`src/rtl/i2c_pkg.sv`:
```
// Shared encodings for the I2C master PHY: command codes, engine states and bit phases.
package i2c_pkg;

    localparam logic [1:0] CMD_START = 2'b00;
    localparam logic [1:0] CMD_STOP  = 2'b01;
    localparam logic [1:0] CMD_READ  = 2'b10;
    localparam logic [1:0] CMD_WRITE = 2'b11;

    typedef enum logic [2:0] {
        ST_IDLE,
        ST_START,
        ST_STOP,
        ST_WRITE,
        ST_WACK,
        ST_READ,
        ST_RACK
    } state_e;

    // Each bit slot is split into four equal phases.
    typedef enum logic [1:0] {
        P0,
        P1,
        P2,
        P3
    } phase_e;

endpackage

```
`src/rtl/i2c_quarter_timer.sv`:
```
// Quarter-period counter and phase sequencer for the I2C bit engine.
// clear_i parks the timer at P0/count 0; stall_i freezes it (slave clock stretching).
module i2c_quarter_timer
    import i2c_pkg::*;
#(
    parameter int  QUARTER = 32,
    localparam int CNT_W   = $clog2(QUARTER)
) (
    input  logic   clk_i,
    input  logic   rst_ni,
    input  logic   clear_i,
    input  logic   stall_i,
    output phase_e phase_o,
    output logic   phase_end_o
);

    logic [CNT_W-1:0] cnt_q, cnt_d;
    phase_e           phase_q, phase_d;
    logic             cnt_last;

    assign cnt_last = (cnt_q == CNT_W'(QUARTER - 1));

    always_comb begin
        cnt_d   = cnt_q;
        phase_d = phase_q;
        if (clear_i) begin
            cnt_d   = '0;
            phase_d = P0;
        end else if (!stall_i) begin
            if (cnt_last) begin
                cnt_d = '0;
                unique case (phase_q)
                    P0:      phase_d = P1;
                    P1:      phase_d = P2;
                    P2:      phase_d = P3;
                    default: phase_d = P0;
                endcase
            end else begin
                cnt_d = cnt_q + CNT_W'(1);
            end
        end
    end

    always_ff @(posedge clk_i or negedge rst_ni) begin
        if (!rst_ni) begin
            cnt_q   <= '0;
            phase_q <= P0;
        end else begin
            cnt_q   <= cnt_d;
            phase_q <= phase_d;
        end
    end

    assign phase_o     = phase_q;
    assign phase_end_o = cnt_last && !clear_i && !stall_i;

endmodule

```
`src/rtl/i2c_master_phy.sv`:
```
// Bit-level I2C master: one START/STOP/READ/WRITE command per handshake, open-drain pad enables.
// Optional slave clock stretching is compiled in with `define I2C_CLK_STRETCH_EN.
module i2c_master_phy
    import i2c_pkg::*;
#(
    parameter int QUARTER = 32
) (
    input  logic       clk_i,
    input  logic       rst_ni,
    input  logic       cmd_valid_i,
    output logic       cmd_ready_o,
    input  logic [1:0] cmd_i,
    input  logic [7:0] tx_byte_i,
    input  logic       rd_nack_i,
    output logic [7:0] rx_byte_o,
    output logic       nack_o,
    output logic       done_o,
    output logic       busy_o,
    input  logic       scl_i,
    output logic       scl_oe_o,
    input  logic       sda_i,
    output logic       sda_oe_o
);

    state_e     state_q, state_d;
    phase_e     phase;
    logic       phase_end, stall, bit_end, sample_pt, accept, byte_scl;
    logic [2:0] bit_q, bit_d;
    logic [7:0] tx_q, tx_d, rx_q, rx_d;
    logic       rd_nack_q, rd_nack_d, nack_q, nack_d, done_q, done_d;
    logic       scl_hold_q, sda_hold_q;

    i2c_quarter_timer #(.QUARTER(QUARTER)) u_timer (
        .clk_i       (clk_i),
        .rst_ni      (rst_ni),
        .clear_i     (state_q == ST_IDLE),
        .stall_i     (stall),
        .phase_o     (phase),
        .phase_end_o (phase_end)
    );

`ifdef I2C_CLK_STRETCH_EN
    // A slave holding SCL low while we release it freezes the bit timing.
    assign stall = ((phase == P1) || (phase == P2)) && !scl_oe_o && !scl_i;
`else
    logic unused_scl;
    assign unused_scl = scl_i;
    assign stall      = 1'b0;
`endif

    assign cmd_ready_o = (state_q == ST_IDLE);
    assign busy_o      = !cmd_ready_o;
    assign accept      = cmd_valid_i && cmd_ready_o;
    assign bit_end     = phase_end && (phase == P3);
    assign sample_pt   = phase_end && (phase == P1);

    always_comb begin
        state_d   = state_q;
        bit_d     = bit_q;
        tx_d      = tx_q;
        rx_d      = rx_q;
        rd_nack_d = rd_nack_q;
        nack_d    = nack_q;
        done_d    = 1'b0;
        unique case (state_q)
            ST_IDLE: begin
                if (accept) begin
                    bit_d     = 3'd0;
                    tx_d      = tx_byte_i;
                    rd_nack_d = rd_nack_i;
                    case (cmd_i)
                        CMD_START: state_d = ST_START;
                        CMD_STOP:  state_d = ST_STOP;
                        CMD_READ:  state_d = ST_READ;
                        default:   state_d = ST_WRITE;
                    endcase
                end
            end
            ST_WRITE, ST_READ: begin
                if ((state_q == ST_READ) && sample_pt) begin
                    rx_d = {rx_q[6:0], sda_i};
                end
                if (bit_end) begin
                    bit_d = bit_q + 3'd1;
                    if (bit_q == 3'd7) begin
                        if (state_q == ST_WRITE) begin
                            state_d = ST_WACK;
                        end else begin
                            state_d = ST_RACK;
                        end
                    end
                end
            end
            ST_START, ST_STOP, ST_WACK, ST_RACK: begin
                if ((state_q == ST_WACK) && sample_pt) begin
                    nack_d = sda_i;
                end
                if (bit_end) begin
                    state_d = ST_IDLE;
                    done_d  = 1'b1;
                end
            end
            default: state_d = ST_IDLE;
        endcase
    end

    // Pad drive per state/phase; in IDLE the bus keeps whatever level the last command left.
    assign byte_scl = (phase == P0) || (phase == P3);

    always_comb begin
        scl_oe_o = scl_hold_q;
        sda_oe_o = sda_hold_q;
        case (state_q)
            ST_START: begin
                scl_oe_o = (phase == P2) || (phase == P3);
                sda_oe_o = (phase != P0);
            end
            ST_STOP: begin
                scl_oe_o = (phase == P0);
                sda_oe_o = (phase == P0) || (phase == P1);
            end
            ST_WRITE: begin
                scl_oe_o = byte_scl;
                sda_oe_o = !tx_q[3'd7 - bit_q];
            end
            ST_WACK, ST_READ: begin
                scl_oe_o = byte_scl;
                sda_oe_o = 1'b0;
            end
            ST_RACK: begin
                scl_oe_o = byte_scl;
                sda_oe_o = !rd_nack_q;
            end
            default: ;
        endcase
    end

    always_ff @(posedge clk_i or negedge rst_ni) begin
        if (!rst_ni) begin
            state_q    <= ST_IDLE;
            bit_q      <= 3'd0;
            tx_q       <= 8'h00;
            rx_q       <= 8'h00;
            rd_nack_q  <= 1'b0;
            nack_q     <= 1'b0;
            done_q     <= 1'b0;
            scl_hold_q <= 1'b0;
            sda_hold_q <= 1'b0;
        end else begin
            state_q    <= state_d;
            bit_q      <= bit_d;
            tx_q       <= tx_d;
            rx_q       <= rx_d;
            rd_nack_q  <= rd_nack_d;
            nack_q     <= nack_d;
            done_q     <= done_d;
            scl_hold_q <= scl_oe_o;
            sda_hold_q <= sda_oe_o;
        end
    end

    assign rx_byte_o = rx_q;
    assign nack_o    = nack_q;
    assign done_o    = done_q;

endmodule

```
`config.mk`:
```
export PLATFORM = sky130hd
export DESIGN_NAME = i2c_master_phy
export DESIGN_NICKNAME = d
export VERILOG_FILES = /design/src/rtl/i2c_pkg.sv /design/src/rtl/i2c_quarter_timer.sv /design/src/rtl/i2c_master_phy.sv
export SDC_FILE = /design/constraint.sdc
export NUM_CORES = 1
export LEC_CHECK = 0
export CAP_MARGIN = 20
export CORE_ASPECT_RATIO = 0.8
export CORE_UTILIZATION = 32
export CTS_BUF_LIST = sky130_fd_sc_hd__clkbuf_16
export CTS_CLUSTER_SIZE = 40
export DETAILED_ROUTE_END_ITERATION = 16
export DONT_BUFFER_PORTS = 1
export SLEW_MARGIN = 20
export SYNTH_ARGS = -nofsm -noshare
export SYNTH_HDL_FRONTEND = slang
export SYNTH_HIERARCHICAL = 1
export SYNTH_SLANG_ARGS = --single-unit
```
`constraint.sdc`:
```
create_clock -name clk_i -period 2.1 [get_ports clk_i]
set_clock_uncertainty 0.1 [all_clocks]
set_input_delay 0.42 -clock clk_i [delete_from_list [all_inputs] [get_ports clk_i]]
set_output_delay 0.42 -clock clk_i [all_outputs]
set_load 0.01 [all_outputs]
```
* Yosys cells after proc, flatten, opt, wreduce, memory -nomap -nowiden
Cells that the tools add are included. Widths: inputs -> output; s select.
Storage, ports and cells: register bits after elaboration 34, output and inout bits 14, word-level logic and storage cells 80
Cells by class: $add $sub $neg 3, order comparisons 1, equality and inequality tests 17, muxes and demuxes 21, reductions and logical operators 27
Operators with widths (number):
- $mux 3 | 6
- $pmux 3 s3 | 2
- $eq 3x3->1 const B | 4
- $mux 5 | 2
- $reduce_or 4->1 | 2
- $eq 2x2->1 const B | 3
- $eq 3x2->1 const B | 2
- $logic_and 1x1->1 | 6
- $mux 2 | 3
- $ne 2x2->1 const B | 3
- $pmux 2 s3 | 1
- $pmux 3 s2 | 1
- $reduce_and 2->1 | 3
- $reduce_bool 2->1 | 3
- $add 5x1->5 const B | 1
- $eq 5x5->1 const B | 1
- $pmux 1 s5 | 1
- $eq 2x1->1 const B | 2
- $logic_not 2->1 | 2
- $lt 3x4->1 const B | 1
- $reduce_and 4->1 | 1
- $reduce_or 2->1 | 2
- $add 3x1->3 const B | 1
- $bmux 1 s3 | 1
- 9 further kinds | 15

* Depth between registers and ports, before layout
Gate-level depths: netlist of the first run.
depth in word-level cells 6, gate-level depth with buffers 9

* By module
The synthesis of the first run kept the hierarchy.
Modules (own cells, without submodules):
- i2c_master_phy | times used 1, cells an instance 119, area an instance 1371.3 µm²
- i2c_quarter_timer | times used 1, cells an instance 38, area an instance 382.9 µm²

* Worst setup path before layout of the first run
Ideal clock, no wire load.
path kind register to register, start register u_timer.cnt_q[0], end register rx_q[0] (netlist: rx_byte_o[0]), data arrival time 2035 ps, path slack -160 ps, cell stages (with the launch flop) 9, buffers on the path 0, clock period less this slack 2260 ps, path through dfrtp_1 ha_1 and3_1 ha_1 nand2b_1 nor2_1 nand2_1 nor4_4 mux2_2
Between the ends: cells in the longest elaborated chain, start to end 5
RTL lines:
- start: declaration | RTL line i2c_quarter_timer.sv:17 | logic [CNT_W-1:0] cnt_q, cnt_d;
- start signal: assignment | RTL line i2c_quarter_timer.sv:49 | cnt_q <= cnt_d;
- $eq 5x5->1 | RTL line i2c_quarter_timer.sv:21 | assign cnt_last = (cnt_q == CNT_W'(QUARTER - 1));
- $logic_and 1x1->1 | RTL line i2c_quarter_timer.sv:55 | assign phase_end_o = cnt_last && !clear_i && !stall_i;
- via phase_end | RTL line i2c_master_phy.sv:27 | logic phase_end, stall, bit_end, sample_pt, accept, byte_scl;
- $logic_and 1x1->1 | RTL line i2c_master_phy.sv:55 | assign sample_pt = phase_end && (phase == P1);
- $logic_and 1x1->1 | RTL line i2c_master_phy.sv:80 | if ((state_q == ST_READ) && sample_pt) begin
- $reduce_and 2->1 (no line)
- end signal: assignment | RTL line i2c_master_phy.sv:153 | rx_q <= rx_d;
- end: declaration | RTL line i2c_master_phy.sv:29 | logic [7:0] tx_q, tx_d, rx_q, rx_d;
The timed path passes the listed nets, and every way through them passes these cells. A chain may end at the register's enable or synchronous reset.

* Final worst setup path of the first run
start register bit_q[0], end output port sda_oe_o
Between the ends: cells in the longest elaborated chain, start to end 5
RTL lines:
- start: declaration | RTL line i2c_master_phy.sv:28 | logic [2:0] bit_q, bit_d;
- start signal: assignment | RTL line i2c_master_phy.sv:151 | bit_q <= bit_d;
- $sub 3x3->3 | RTL line i2c_master_phy.sv:124 | sda_oe_o = !tx_q[3'd7 - bit_q];
- $bmux 1 s3 | RTL line i2c_master_phy.sv:124
- $mux 1 (not written as such) | RTL line i2c_master_phy.sv:124
- $logic_not 1->1 | RTL line i2c_master_phy.sv:124
- $pmux 1 s5 | RTL line i2c_master_phy.sv:113 | case (state_q)
- end: declaration | RTL line i2c_master_phy.sv:22 | output logic sda_oe_o
No other way between the ends. The select of a mux whose other input is x is not followed.

==> results of run 1 <==
==> kinds of logic (layout without fill, tap and decap cells) <==
kind of cell	after synthesis	in the layout	share of synthesized area
compound gates	31	31	0.116
xor+xnor	1	1	0.00499
fa+ha+maj	6	6	0.0428
buf+inv	14	32	0.0371
flops	34	34	0.485
mux	26	26	0.176
other cells	1	1	0.00214
simple gates	44	44	0.136
==> metrics by stage <==
stage / std cells / power [mW]
after detailed placement: 223 / 1.79
after global placement: 223 / 1.74
after CTS: 236 / 2.55
final: 237 / 2.55
after global routing: 237 / 2.73
after floorplan: 157 / 1.55
==> cells in the final DEF, fill, tap and decap left out, types with 2 or more instances in the layout <==
cell,Yosys,layout
dfrtp_1,34,29
buf_4,0,15
nor2_1,16,14
mux2_2,19,11
mux2_4,0,8
a21oi_1,8,7
inv_1,5,6
nor3_1,6,6
o21ai_0,7,5
mux2i_1,5,5
dfrtp_2,0,5
clkbuf_16,0,5
a22o_1,4,4
ha_1,6,4
nand2b_1,4,3
nand2_1,4,3
a22oi_1,2,2
nand3_1,2,2
mux4_2,2,2
nand4_1,2,2
nor2b_1,2,2
a211oi_1,2,2
==> registers in the layout (all words and copies together) (netlist names) <==
name / count
rx_byte_o: 8
u_timer/phase_o: 2
scl_hold_q: 1
bit_q: 3
done_o: 1
rd_nack_q: 1
sda_hold_q: 1
state_q: 3
u_timer/cnt_q: 5
nack_o: 1
tx_q: 8
==> where the power goes <==
group / switching (mW) / internal [mW]
clock: 0.245 / 0.427
combinational: 0.423 / 0.437
sequential: 0.172 / 0.843
total: 0.841 / 1.71
==> repair_timing <==
action / in CTS / in global routing
pin swaps: 1 / 2
gates resized for setup: 11 / 16
hold endpoints to repair: 34 / 0
setup buffers: 3 / 1
setup endpoints to repair: 11 / 13
hold buffers: 2 / 0
==> per-layer routing <==
layer / GRT usage / vias to the layer above
li1: - / 605
met1: 0.152 / 649
met2: 0.234 / 25
met3: 0.0434 / 5
met4: 0.0445 / 0
met5: 0 / -
==> worst max-delay path, stage by stage, from the launching register on <==
cell and delay (ns):
dfrtp_2 0.39, mux4_2 0.50, mux2i_1 0.19, o211ai_1 0.14, o21ai_2 0.12
==> final cells by class <==
class | count | area (µm²)
Timing Repair Buffer | 18 | 154
Clock buffer | 5 | 125
Multi-Input combinational cell | 109 | 935
Clock inverter | 3 | 12.5
Sequential cell | 34 | 857
Fill cell | 481 | 2970
Tap cell | 62 | 77.6
Inverter | 6 | 22.5
==> worst paths after layout <==
| check | endpoint | from | slack (ns) |
|---|---|---|---|
| max in group asynchronous | u_timer/phase_o[1] | rst_ni | 1.20 |
| min | tx_q[3] | tx_byte_i[3] | 0.20 |
| max | sda_oe_o | bit_q[0] | -0.04 |
| min in group asynchronous | nack_o | rst_ni | 0.50 |
| max reg2reg | rx_byte_o[0] | u_timer/cnt_q[0] | 0.07 |
| min reg2reg | tx_q[0] | tx_q[0] | 0.40 |
==> metrics.yaml, run 1 <==
status: "finished with violations"
violations: "DRC, setup timing"
p_leak_nw: 0.974
grt_usage: 0.131
cts_num_sinks: 34
maxSlewViolCount: 0
dieArea_um2: 5780
synth.distinct_cells: 40
initial_core_util: 0.341
yosys_warnings: 6
die_w_um: 84.8
gp_congestion: 0.793
crit_path_max_fanout: 3
finalHoldViolCount: 0
min_period_over_period: 1.02
root_buffer: "clkbuf_16"
setup-tns-final_ns: -0.0434
netlist_area_um2: 1750
overflow: 0
yosysTopAreaCell: "dfrtp_1"
remaining_drc_errors: 2
drive_gt1_frac: 0.366
ys_async_sr_fraction: 1.00
finalSetupViolations: 1
synthTopCellsByCount: "34 x dfrtp_1, 19 x mux2_2, 16 x nor2_1, 8 x a21oi_1, 7 x o21ai_0"
clock_latency_ns: 0.27
avgSynthCellArea_um2: 11.2
synth_ff_type: "dfrtp_1"
clk_path_buf_depth: 2
fin_util: 0.424
dp_slack_ns: -0.0247
cp.required_ns: 1.58
synthesis.nets: 179
wl_met3_um: 149
hpwl_mm: 2.47
fin_nets: 196
synth_area_leaders: "dfrtp_1 49%, mux2_2 12%, ha_1 4.3%"
setup_ws_ns: -0.0434
rr_worst_depth: 9
vias: 1284
grt_max_degree: 35
ios: 30
place_area_um2: 1900
synth_top_area_share: 0.485
die_height_um: 68.2
routedWlPerCell_um: 14.8
period_minus_slack_ns: 2.14
numPortBuffers: 0
wl_met1_mm: 1.66
critPathArrivalTime_ns: 1.62
met2_length_mm: 1.67
cp-start-kind: "flop"
grt_pass1_wl_mm: 5.85
cts_htree_levels: 2
min_path_type: "in2reg"
max_freq_mhz: 467
area_growth_pct: 24.5
top_layer_used: "met4"
crit_type: "reg2out"
via_per_inst: 5.42
drv_cap: 0
core_um2: 5150
ant_nets: 0
ir_drop_v: 0.000394
ys_ff_latch: 34
clk_pin_slew_worst_paths_ns: 0.05
first_iter_violations: 37
antenna_found_initial: 0
powerDensity_nw_per_um2: 1170
crit_path_end_kind: "output pin"
ys_seq_area_frac: 0.485
yosysMostFrequentCell: "dfrtp_1"
cts_buffers: 5
grt_pass1_vias: 1277
synth_edf_count: 0
grt_setup_unrepaired: "true"
row_count: 23
hold_ws_ns: 0.196
wirelength_mm: 3.51
n_antenna_cell: 0
cts_tree: "done"
firstDrtPassIters: 10
synth_cells: 157
whs_path_depth: 1
stdcell_area_um2: 2180
No activity file was read; power rests on OpenSTA's default activity.
==> run 2: changes to the inputs <==
--- a/config.mk
+++ b/config.mk
@@ -5,10 +5,12 @@
 export SDC_FILE = /design/constraint.sdc
 export NUM_CORES = 1
 export LEC_CHECK = 0
+export ABC_AREA = 1
 export CAP_MARGIN = 20
 export CORE_ASPECT_RATIO = 0.8
+export CORE_MARGIN = 3
 export CORE_UTILIZATION = 32
-export CTS_BUF_LIST = sky130_fd_sc_hd__clkbuf_16
+export CTS_BUF_LIST = sky130_fd_sc_hd__clkbuf_2 sky130_fd_sc_hd__clkbuf_4 sky130_fd_sc_hd__clkbuf_8
 export CTS_CLUSTER_SIZE = 40
 export DETAILED_ROUTE_END_ITERATION = 16
 export DONT_BUFFER_PORTS = 1
==> metrics.yaml, run 2 <==
p_leak_nw: 1.15  # +18%
ant_nets: 0  # unchanged
synth_area_leaders: "dfrtp_1 44%, nand2_1 13%, nand3_1 7.5%"
ios: 30  # unchanged
grt_pass1_wl_mm: 6.64  # +14%
setup-tns-final_ns: 0  # +0.0434 ns
root_buffer: "clkbuf_8"
overflow: 0  # unchanged
cp-start-kind: "flop"
powerDensity_nw_per_um2: 1100  # -6.0%
n_antenna_cell: 0  # unchanged
clock_latency_ns: 0.29  # +0.02 ns
hpwl_mm: 2.75  # +11%
synth_edf_count: 0  # unchanged
vias: 1470  # +14%
remaining_drc_errors: 0  # -2
final.fill_count: 579  # +20%
crit_type: "reg2out"
ys_async_sr_fraction: 1.00  # unchanged
mostFrequentLayoutCells: "69 x nand2_1, 32 x dfrtp_1, 28 x nand3_1"
yosys_warnings: 6  # unchanged
finalSetupViolations: 0  # -1
fin_nets: 270  # +38%
synth_top_area_share: 0.437  # -0.0477
drive_gt1_frac: 0.233  # -0.133
ir_drop_v: 0.000422  # +7.1%
critPathArrivalTime_ns: 1.44  # -0.18 ns
yosysMostFrequentCell: "nand2_1"
grt_pass1_vias: 1434  # +12%
synth_ff_type: "dfrtp_1"
die_w_um: 93.2  # +9.9%
yosysTopAreaCell: "dfrtp_1"
dieArea_um2: 7060  # +22%
clk_pin_slew_worst_paths_ns: 0.07  # +0.02 ns
min_path_type: "in2reg"
numPortBuffers: 0  # unchanged
row_count: 24  # +4.3%
cts_tree: "done"
period_minus_slack_ns: 1.96  # -0.179 ns
first_iter_violations: 69  # +86%
cts_buffers: 5  # unchanged
r2r_slack_ns: 0.14  # +0.07 ns
cts_num_sinks: 34  # unchanged
final_common_cell: "nand2_1"
place_area_um2: 2030  # +6.6%
core_um2: 5680  # +10%
max_freq_mhz: 509  # +9.1%
gp_congestion: 0.772  # -2.6%
synthTopCellsByCount: "69 x nand2_1, 34 x dfrtp_1, 29 x nand3_1, 21 x inv_1, 15 x nor2_1"
finalHoldViolCount: 0  # unchanged
area_growth_pct: 15.1
avgSynthCellArea_um2: 8.42  # -25%
ys_ff_latch: 34  # unchanged
status: "completed"
synth.distinct_cells: 31  # -23%
routedWlPerCell_um: 11.8  # -20%
wirelength_mm: 3.86  # +9.9%
netlist_area_um2: 1950  # +11%
grt_usage: 0.120  # -0.0115
grt_max_degree: 35  # unchanged
drv_cap: 0  # unchanged
via_per_inst: 4.50  # -17%
ys_seq_area_frac: 0.437  # -0.0477
crit_path_max_fanout: 9  # +6
clk_path_buf_depth: 2  # unchanged
stdcell_area_um2: 2240  # +2.6%
cp.required_ns: 1.58  # about the same
synth_cells: 231  # +47%
die_height_um: 75.7  # +11%
maxSlewViolCount: 0  # unchanged
initial_core_util: 0.343  # +0.00227
min_period_over_period: 0.935  # -0.0854
firstDrtPassIters: 5  # -5
crit_path_end_kind: "output pin"
total_power_mw: 2.46  # -3.6%
cts_htree_levels: 2  # unchanged
antenna_found_initial: 0  # unchanged
==> run 2: cell count changes in the layout (fill, tap and decap cells not counted), sizes merged, moves of 7 or more <==
cell / change
nand2: +70
nor3: -7
inv: +20
mux2: -19
o21ai: +8
nand3: +31
==> run 2: routing by layer <==
layer | global-route usage | share of wire | vias to the layer above
li1 | - | - | 767
met1 | 0.160 | 0.51 | 674
met2 | 0.184 | 0.42 | 24
met3 | 0.0336 | 0.046 | 5
met4 | 0.0537 | 0.015 | 0
met5 | 0 | 0 | -
==> run 2: report_power, final <==
part	leakage (nW)	switching, mW	internal [mW]
Clock	0.0472	0.257	0.264
Sequential	0.433	0.0948	0.808
Combinational	0.666	0.660	0.374
Total	1.15	1.01	1.45
==> run 2: area by class of cell <==
cell class                 count  area [µm²]  area share
clock buffer                   6        82.6      0.0369
inverter                      27         111      0.0497
timing repair buffer          13         138      0.0615
sequential                    34         853       0.381
tap                           78        97.6      0.0436
multi-input combinational    167         945       0.422
clock inverter                 2        12.5     0.00559
==> run 2: cells by family (layout without fill, tap and decap cells) <==
| kind of cell | count (synthesis) | count (layout) | synth area share |
|---|---|---|---|
| AO/OA/AOI/OAI | 21 | 21 | 0.0888 |
| XOR/XNOR | 1 | 1 | 0.00450 |
| other | 1 | 5 | 0.00193 |
| adder cells (fa/ha/maj) | 6 | 6 | 0.0386 |
| AND/OR/NAND/NOR | 134 | 134 | 0.336 |
| flip-flops | 34 | 34 | 0.437 |
| buffers and inverters | 34 | 48 | 0.0926 |
==> run 2: final timing paths <==
check                                       from            endpoint  depth (start not counted)
worst max-delay path                  state_q[0]            scl_oe_o                          5
worst min-delay path                tx_byte_i[2]             tx_q[2]                          2
worst max register to register  u_timer/cnt_q[0]        rx_byte_o[6]                         12
worst min register to register           tx_q[6]             tx_q[6]                          2
max in group asynchronous                 rst_ni  u_timer/phase_o[1]                          2
min in group asynchronous                 rst_ni             tx_q[3]                          2
==> run 2: stage by stage <==
step	setup WS, ns	instances	hold WS (ns)	util
after global placement	0.0273	311	0.0257	0.357
final	0.136	327	0.162	0.395
after detailed placement	-0.0109	311	0.0254	0.357
after global routing	-0.0121	327	0.160	0.395
after floorplan	0.129	235	0.0244	-
after CTS	0.0284	324	0.158	0.388
==> run 2: timing repair <==
item | CTS | global route
endpoints found under the setup margin | 4 | 13
hold endpoints to repair | 34 | 0
hold buffers | 2 | 0
buffers inserted | 3 | 3
pin swaps | 2 | 2
resized for setup | 2 | 7
==> run 2: worst max-delay path: stages (launching register included) <==
cell	delay (ns)
dfrtp_1	0.41
buf_4	0.18
inv_1	0.09
nand3_1	0.09
or2_0	0.20
nand4_1	0.19
==> run 3: changes to the inputs <==
--- a/config.mk
+++ b/config.mk
@@ -6,7 +6,7 @@
 export NUM_CORES = 1
 export LEC_CHECK = 0
 export ABC_AREA = 1
-export CAP_MARGIN = 20
+export CAP_MARGIN = 40
 export CORE_ASPECT_RATIO = 0.8
 export CORE_MARGIN = 3
 export CORE_UTILIZATION = 32
==> results of run 3 <==
The final DEF is identical to that of run 2; final timing and power are the same.
